[src/rtl/lsu_pkg.sv]
// lsu_pkg: funct3 codes, FSM encoding, counter width and request legality for the load/store unit
package lsu_pkg;
    localparam logic [2:0] F3_B  = 3'b000;
    localparam logic [2:0] F3_H  = 3'b001;
    localparam logic [2:0] F3_W  = 3'b010;
    localparam logic [2:0] F3_BU = 3'b100;
    localparam logic [2:0] F3_HU = 3'b101;
    localparam int CNT_W = 16;
    typedef enum logic [1:0] {IDLE, ACCESS, FINISH} state_t;
    function automatic logic f3_legal(input logic we, input logic [2:0] f3);
        return we ? (f3 == F3_B || f3 == F3_H || f3 == F3_W)
                  : (f3 == F3_B || f3 == F3_H || f3 == F3_W || f3 == F3_BU || f3 == F3_HU);
    endfunction
endpackage

[src/rtl/lsu_lane_align.sv]
// lsu_lane_align: byte-lane steering; off/funct3/data in, mem_be, lane-shifted wdata and extended rdata out
module lsu_lane_align
    import lsu_pkg::*;
(
    input  logic [1:0]  off,
    input  logic [2:0]  funct3,
    input  logic [31:0] wdata,
    input  logic [31:0] rdata,
    output logic [3:0]  be,
    output logic [31:0] wdata_sh,
    output logic [31:0] rdata_ext
);
    logic [31:0] sh;
    always_comb begin
        sh        = rdata >> {off, 3'b000};
        be        = funct3[1:0] == 2'b00 ? 4'b0001 << off :
                    funct3[1:0] == 2'b01 ? 4'b0011 << off : 4'b1111;
        wdata_sh  = wdata << {off, 3'b000};
        rdata_ext = funct3 == F3_B  ? {{24{sh[7]}}, sh[7:0]} :
                    funct3 == F3_H  ? {{16{sh[15]}}, sh[15:0]} :
                    funct3 == F3_BU ? {24'h0, sh[7:0]} :
                    funct3 == F3_HU ? {16'h0, sh[15:0]} : sh;
    end
endmodule

[src/rtl/load_store_unit.sv]
// load_store_unit: memory-access stage driving a req/ack word memory with lane steering and timeout
// Ports: CLK/RST (sync active-high); req_* one-cycle request from control; busy/done/err/rdata status;
//        mem_req/mem_we/mem_addr/mem_be/mem_wdata to memory, mem_ack/mem_rdata from memory.
// Option: LSU_MISALIGN_TRAP_EN makes misaligned half/word accesses illegal instead of force-aligning them.
module load_store_unit
    import lsu_pkg::*;
#(
    parameter int TIMEOUT_CYC = 255
) (
    input  logic        CLK,
    input  logic        RST,
    input  logic        req_valid,
    input  logic        req_we,
    input  logic [2:0]  req_funct3,
    input  logic [31:0] req_addr,
    input  logic [31:0] req_wdata,
    output logic        busy,
    output logic        done,
    output logic        err,
    output logic [31:0] rdata,
    output logic        mem_req,
    output logic        mem_we,
    output logic [31:0] mem_addr,
    output logic [3:0]  mem_be,
    output logic [31:0] mem_wdata,
    input  logic        mem_ack,
    input  logic [31:0] mem_rdata
);
    state_t           state;
    logic             trap;
    logic             we_q;
    logic [2:0]       f3_q;
    logic [1:0]       off_q;
    logic [CNT_W-1:0] cnt;
    logic [1:0]       size;
    logic [1:0]       eff_off;
    logic             mis;
    logic             illegal;
    logic [1:0]       al_off;
    logic [2:0]       al_f3;
    logic [3:0]       be;
    logic [31:0]      wd_sh;
    logic [31:0]      rd_ext;

    assign size = req_funct3[1:0];
`ifdef LSU_MISALIGN_TRAP_EN
    assign mis     = (size == 2'b01 && req_addr[0]) || (size == 2'b10 && req_addr[1:0] != 2'b00);
    assign eff_off = req_addr[1:0];
`else
    assign mis     = 1'b0;
    assign eff_off = size == 2'b10 ? 2'b00 : size == 2'b01 ? {req_addr[1], 1'b0} : req_addr[1:0];
`endif
    assign illegal = !f3_legal(req_we, req_funct3) || mis;
    assign busy    = state != IDLE;

    // One aligner serves both directions: request fields while idle (store lanes, byte enables),
    // latched fields while accessing (load extraction).
    assign al_off = state == IDLE ? eff_off : off_q;
    assign al_f3  = state == IDLE ? req_funct3 : f3_q;

    lsu_lane_align u_align (
        .off      (al_off),
        .funct3   (al_f3),
        .wdata    (req_wdata),
        .rdata    (mem_rdata),
        .be       (be),
        .wdata_sh (wd_sh),
        .rdata_ext(rd_ext)
    );

    always_ff @(posedge CLK) begin
        if (RST) begin
            state     <= IDLE;
            trap      <= 1'b0;
            we_q      <= 1'b0;
            f3_q      <= 3'b000;
            off_q     <= 2'b00;
            cnt       <= '0;
            done      <= 1'b0;
            err       <= 1'b0;
            rdata     <= 32'h0;
            mem_req   <= 1'b0;
            mem_we    <= 1'b0;
            mem_addr  <= 32'h0;
            mem_be    <= 4'h0;
            mem_wdata <= 32'h0;
        end else begin
            case (state)
                IDLE: if (req_valid) begin
                    // Illegal requests still spend one cycle in ACCESS (without mem_req) so that
                    // done lands on the same cycle as the fastest legal access.
                    state     <= ACCESS;
                    trap      <= illegal;
                    we_q      <= req_we;
                    f3_q      <= req_funct3;
                    off_q     <= eff_off;
                    cnt       <= '0;
                    mem_req   <= !illegal;
                    mem_we    <= req_we && !illegal;
                    mem_addr  <= {req_addr[31:2], 2'b00};
                    mem_be    <= illegal ? 4'h0 : be;
                    mem_wdata <= wd_sh;
                end
                ACCESS: begin
                    if (trap || mem_ack || cnt == CNT_W'(TIMEOUT_CYC - 1)) begin
                        state   <= FINISH;
                        done    <= 1'b1;
                        mem_req <= 1'b0;
                        mem_we  <= 1'b0;
                        cnt     <= '0;
                    end else begin
                        cnt <= cnt + 1'b1;
                    end
                    // Any error returns zero data; a completed store leaves rdata untouched.
                    if (trap || !mem_ack) begin
                        err   <= trap || cnt == CNT_W'(TIMEOUT_CYC - 1);
                        if (trap || cnt == CNT_W'(TIMEOUT_CYC - 1))
                            rdata <= 32'h0;
                    end else if (!we_q) begin
                        rdata <= rd_ext;
                    end
                end
                FINISH: begin
                    state <= IDLE;
                    done  <= 1'b0;
                    err   <= 1'b0;
                end
                default: state <= IDLE;
            endcase
        end
    end
endmodule

[config.mk]
export PLATFORM = sky130hd
export DESIGN_NAME = load_store_unit
export DESIGN_NICKNAME = d
export VERILOG_FILES = /design/src/rtl/lsu_pkg.sv /design/src/rtl/lsu_lane_align.sv /design/src/rtl/load_store_unit.sv
export SDC_FILE = /design/constraint.sdc
export NUM_CORES = 1
export LEC_CHECK = 0
export ABC_AREA = 1
export BUFFER_PORTS_ARGS = -buffer_cell sky130_fd_sc_hd__buf_2
export CAP_MARGIN = 20
export CORE_MARGIN = 3
export CORE_UTILIZATION = 52
export CTS_CLUSTER_DIAMETER = 100
export DETAILED_ROUTE_END_ITERATION = 8
export PLACE_DENSITY = 0.85
export SLEW_MARGIN = 20
export SYNTH_ARGS = -nofsm -noshare
export SYNTH_HDL_FRONTEND = slang
export SYNTH_HIERARCHICAL = 1
export SYNTH_SLANG_ARGS = --single-unit
[constraint.sdc]
create_clock -name CLK -period 2.8 [get_ports CLK]
set_input_delay 0.14 -clock CLK [delete_from_list [all_inputs] [get_ports CLK]]
set_output_delay 0.14 -clock CLK [all_outputs]
set_load 0.05 [all_outputs]
==> flow_metrics.tcl <==
set metrics [dict create \
    setup_ws_ns 0.269 \
    place_area_sq_mm 0.00802 \
    cts-root-buf "clkbuf_16" \
    ir_drop_mv 0.587 \
    yosys.area.top_type "dfxtp_1" \
    synth_most_common_cell "nand2_1" \
    skew_ns 0.00678 \
    core_area_sq_mm 0.0129 \
    maxCapViolCount 0 \
    cp_data_arrival_time_ns 2.84 \
    setup_viol 0 \
    rsz0062_at_grt "no" \
    holdWs_ns 0.0272 \
    post_cts_resized 0 \
    yosys.area_share.xor_xnor 0.00502 \
    grt_pass1_vias 7245 \
    grt-ovfl-total 0 \
    cts_tree "yes" \
    leakage_nw 4.63 \
    htreeDepth 4 \
    clk_pin_slew_ns 0.06 \
    worstSetupEndpointType "flip-flop" \
    final_util 0.690 \
    min_path_type "in -> reg" \
    fp-row-count 41 \
    ys_ff_latch 127 \
    synthCells 1120 \
    switchingPower_mw 2.16 \
    tns_ns 0 \
    p_per_area_mw_per_mm2 671 \
    worst_slew_pin_slew_ns 0.879 \
    p_comb_frac 0.296 \
    synth-compound-area-share 0.135 \
    synth_flop_cell "dfxtp_1" \
    grt_max_degree 51 \
    dieWidth_microns 122 \
    cp_max_fo 34 \
    vias_per_cell 5.17 \
    syn_avg_cell_area_sq_um 6.23 \
    ys_seq_area_frac 0.364 \
    ios 209 \
    post-place-ws_ns 0.365 \
    drc 0 \
    drt_iter0_markers 669 \
    cts_buffers 17 \
    power_frac_clock 0.362 \
    cts.sinks 127 \
    start_kind "flip-flop" \
    synth_common_cells "nand2_1 (292), nor2_1 (236), dfxtp_1 (127)" \
    grt_use_total 0.287 \
    io_buffer_count 206 \
    area_delta_synth_final_pct 27.3 \
    yosys-top-cells-area "dfxtp_1 (36%), nand2_1 (16%), nor2_1 (13%), o21ai_0 (7.2%), inv_1 (5.9%)" \
    antenna_found_initial 3 \
    synth_mux_area_frac 0.00717 \
    synth_edf_count 0 \
    ys_types 37 \
    drive_gt1_frac 0.216 \
    synthArstFlopShare 0 \
    maxSlewViolCount 0 \
    die_y_microns 122 \
    required_ns 3.11 \
    synth_top_area_frac 0.364 \
    layout.nets 1429 \
    min_period_ns 2.53 \
    yosys.area_share.simple 0.358 \
    start_util 0.542 \
    maxClockFrequency_mhz 395 \
    clock_latency_ns 0.42 \
    final_cell_area_sq_mm 0.00889 \
    status "complete, no violations" \
    syn-cell-area_sq_mm 0.00698 \
    max-slew-margin-rel 0.408 \
    first_pass_iters 6 \
    routedWlPerCell_microns 14.4 \
    fin_total_pwr_mw 5.96 \
    crit_type "reg -> reg" \
    fin_cells 1505 \
    gp_congestion 0.963 \
    wl_mm 21.7 \
    die-area_sq_mm 0.0149 \
    ant_nets 0 \
    hold_viol 0 \
    hpwl_mm 14.0 \
    clock_path_buffers 2 \
    synth_top_family_by_area "simple AND/OR/NAND/NOR gates" \
    grt_pass1_wl_mm 34.4 \
    dp_cells 1443 \
    period_share 0.904 \
    vias 7779 \
    seqPwrFrac 0.341 \
    swShare 0.363 \
    intPower_mw 3.80 \
    yosysWarnings 6 \
    synth_fa_ha_area_frac 0.0108 \
]
## worst paths after layout
path                 start            end  slack (ns)  cells after the start
setup / recovery  state[0]  mem_wdata[16]        0.27                     11
hold / removal      req_we         mem_we        0.03                      3
setup reg to reg  state[0]  mem_wdata[16]        0.27                     11
hold reg to reg    mem_req        mem_req        0.46                      2
## flip-flops by register name, indices dropped and copies added (netlist names)
name and cells:
cnt 16, done 1, err 1, f3_q 3, mem_addr 30, mem_be 4, mem_req 1, mem_wdata 32
mem_we 1, off_q 2, rdata 32, state 2, trap 1, we_q 1
## critical path: stages, from the launching register on
cell and delay [ns]:
dfxtp_1 0.37, nor2_4 0.25, inv_1 0.17, nand2_1 0.14, o21ai_4 0.07, inv_2 0.29
buf_4 0.37, a21oi_1 0.13, o21ai_0 0.11, o21ai_0 0.10, o21ai_0 0.32, nor2_1 0.07
## what timing repair did
action	4_1_cts	5_1_grt
endpoints found under the hold margin	29	0
buffers inserted	0	0
hold buffers	29	0
## cell usage in the layout (no fill, tap or decap), types with 11 or more instances in the layout
cell and instances:
inv_1 109, nand2_1 292, nand4_1 37, buf_4 11, nand3_1 20, o21ai_0 99, inv_2 14, buf_2 206
clkbuf_16 17, dfxtp_1 127, a21oi_1 52, nor2_1 236, dlygate4sd3_1 29
## cell families (layout without fill, tap and decap cells)
kind of cell    after synthesis  in the layout
simple gates                607            607
buf+inv                     194            404
compound gates              176            176
flops                       127            127
fa+ha+maj                     6              6
mux                           5              5
xor+xnor                      4              4
other cells                   1              4
## final cells by class
type                            count  area [sq um]
Fill cell                        1051          3990
Multi-Input combinational cell    800          3640
Sequential cell                   127          2540
Timing Repair Buffer              248          1440
Inverter                          125           469
Clock buffer                       22           464
Tap cell                          172           215
Clock inverter                      9           110
Antenna cell                        2          5.00
## power by group through the flow
stage | clock (mW) | sequential [mW] | combinational, mW
floorplan | 0 | 2.52 | 0.845
global placement | 0 | 2.06 | 1.68
detailed placement | 0 | 2.07 | 1.69
CTS | 2.17 | 2.03 | 1.73
global route | 2.27 | 2.05 | 1.92
finish | 2.16 | 2.03 | 1.77
## routing by layer
| metal | GRT usage | up-vias | routed length, microns |
|---|---|---|---|
| li1 | - | 3898 | - |
| met1 | 0.339 | 3452 | 8560 |
| met2 | 0.472 | 362 | 10400 |
| met3 | 0.0938 | 65 | 1990 |
| met4 | 0.137 | 2 | 780 |
| met5 | 0 | - | 13 |
Note: power is estimated with default switching activity, not from simulation.
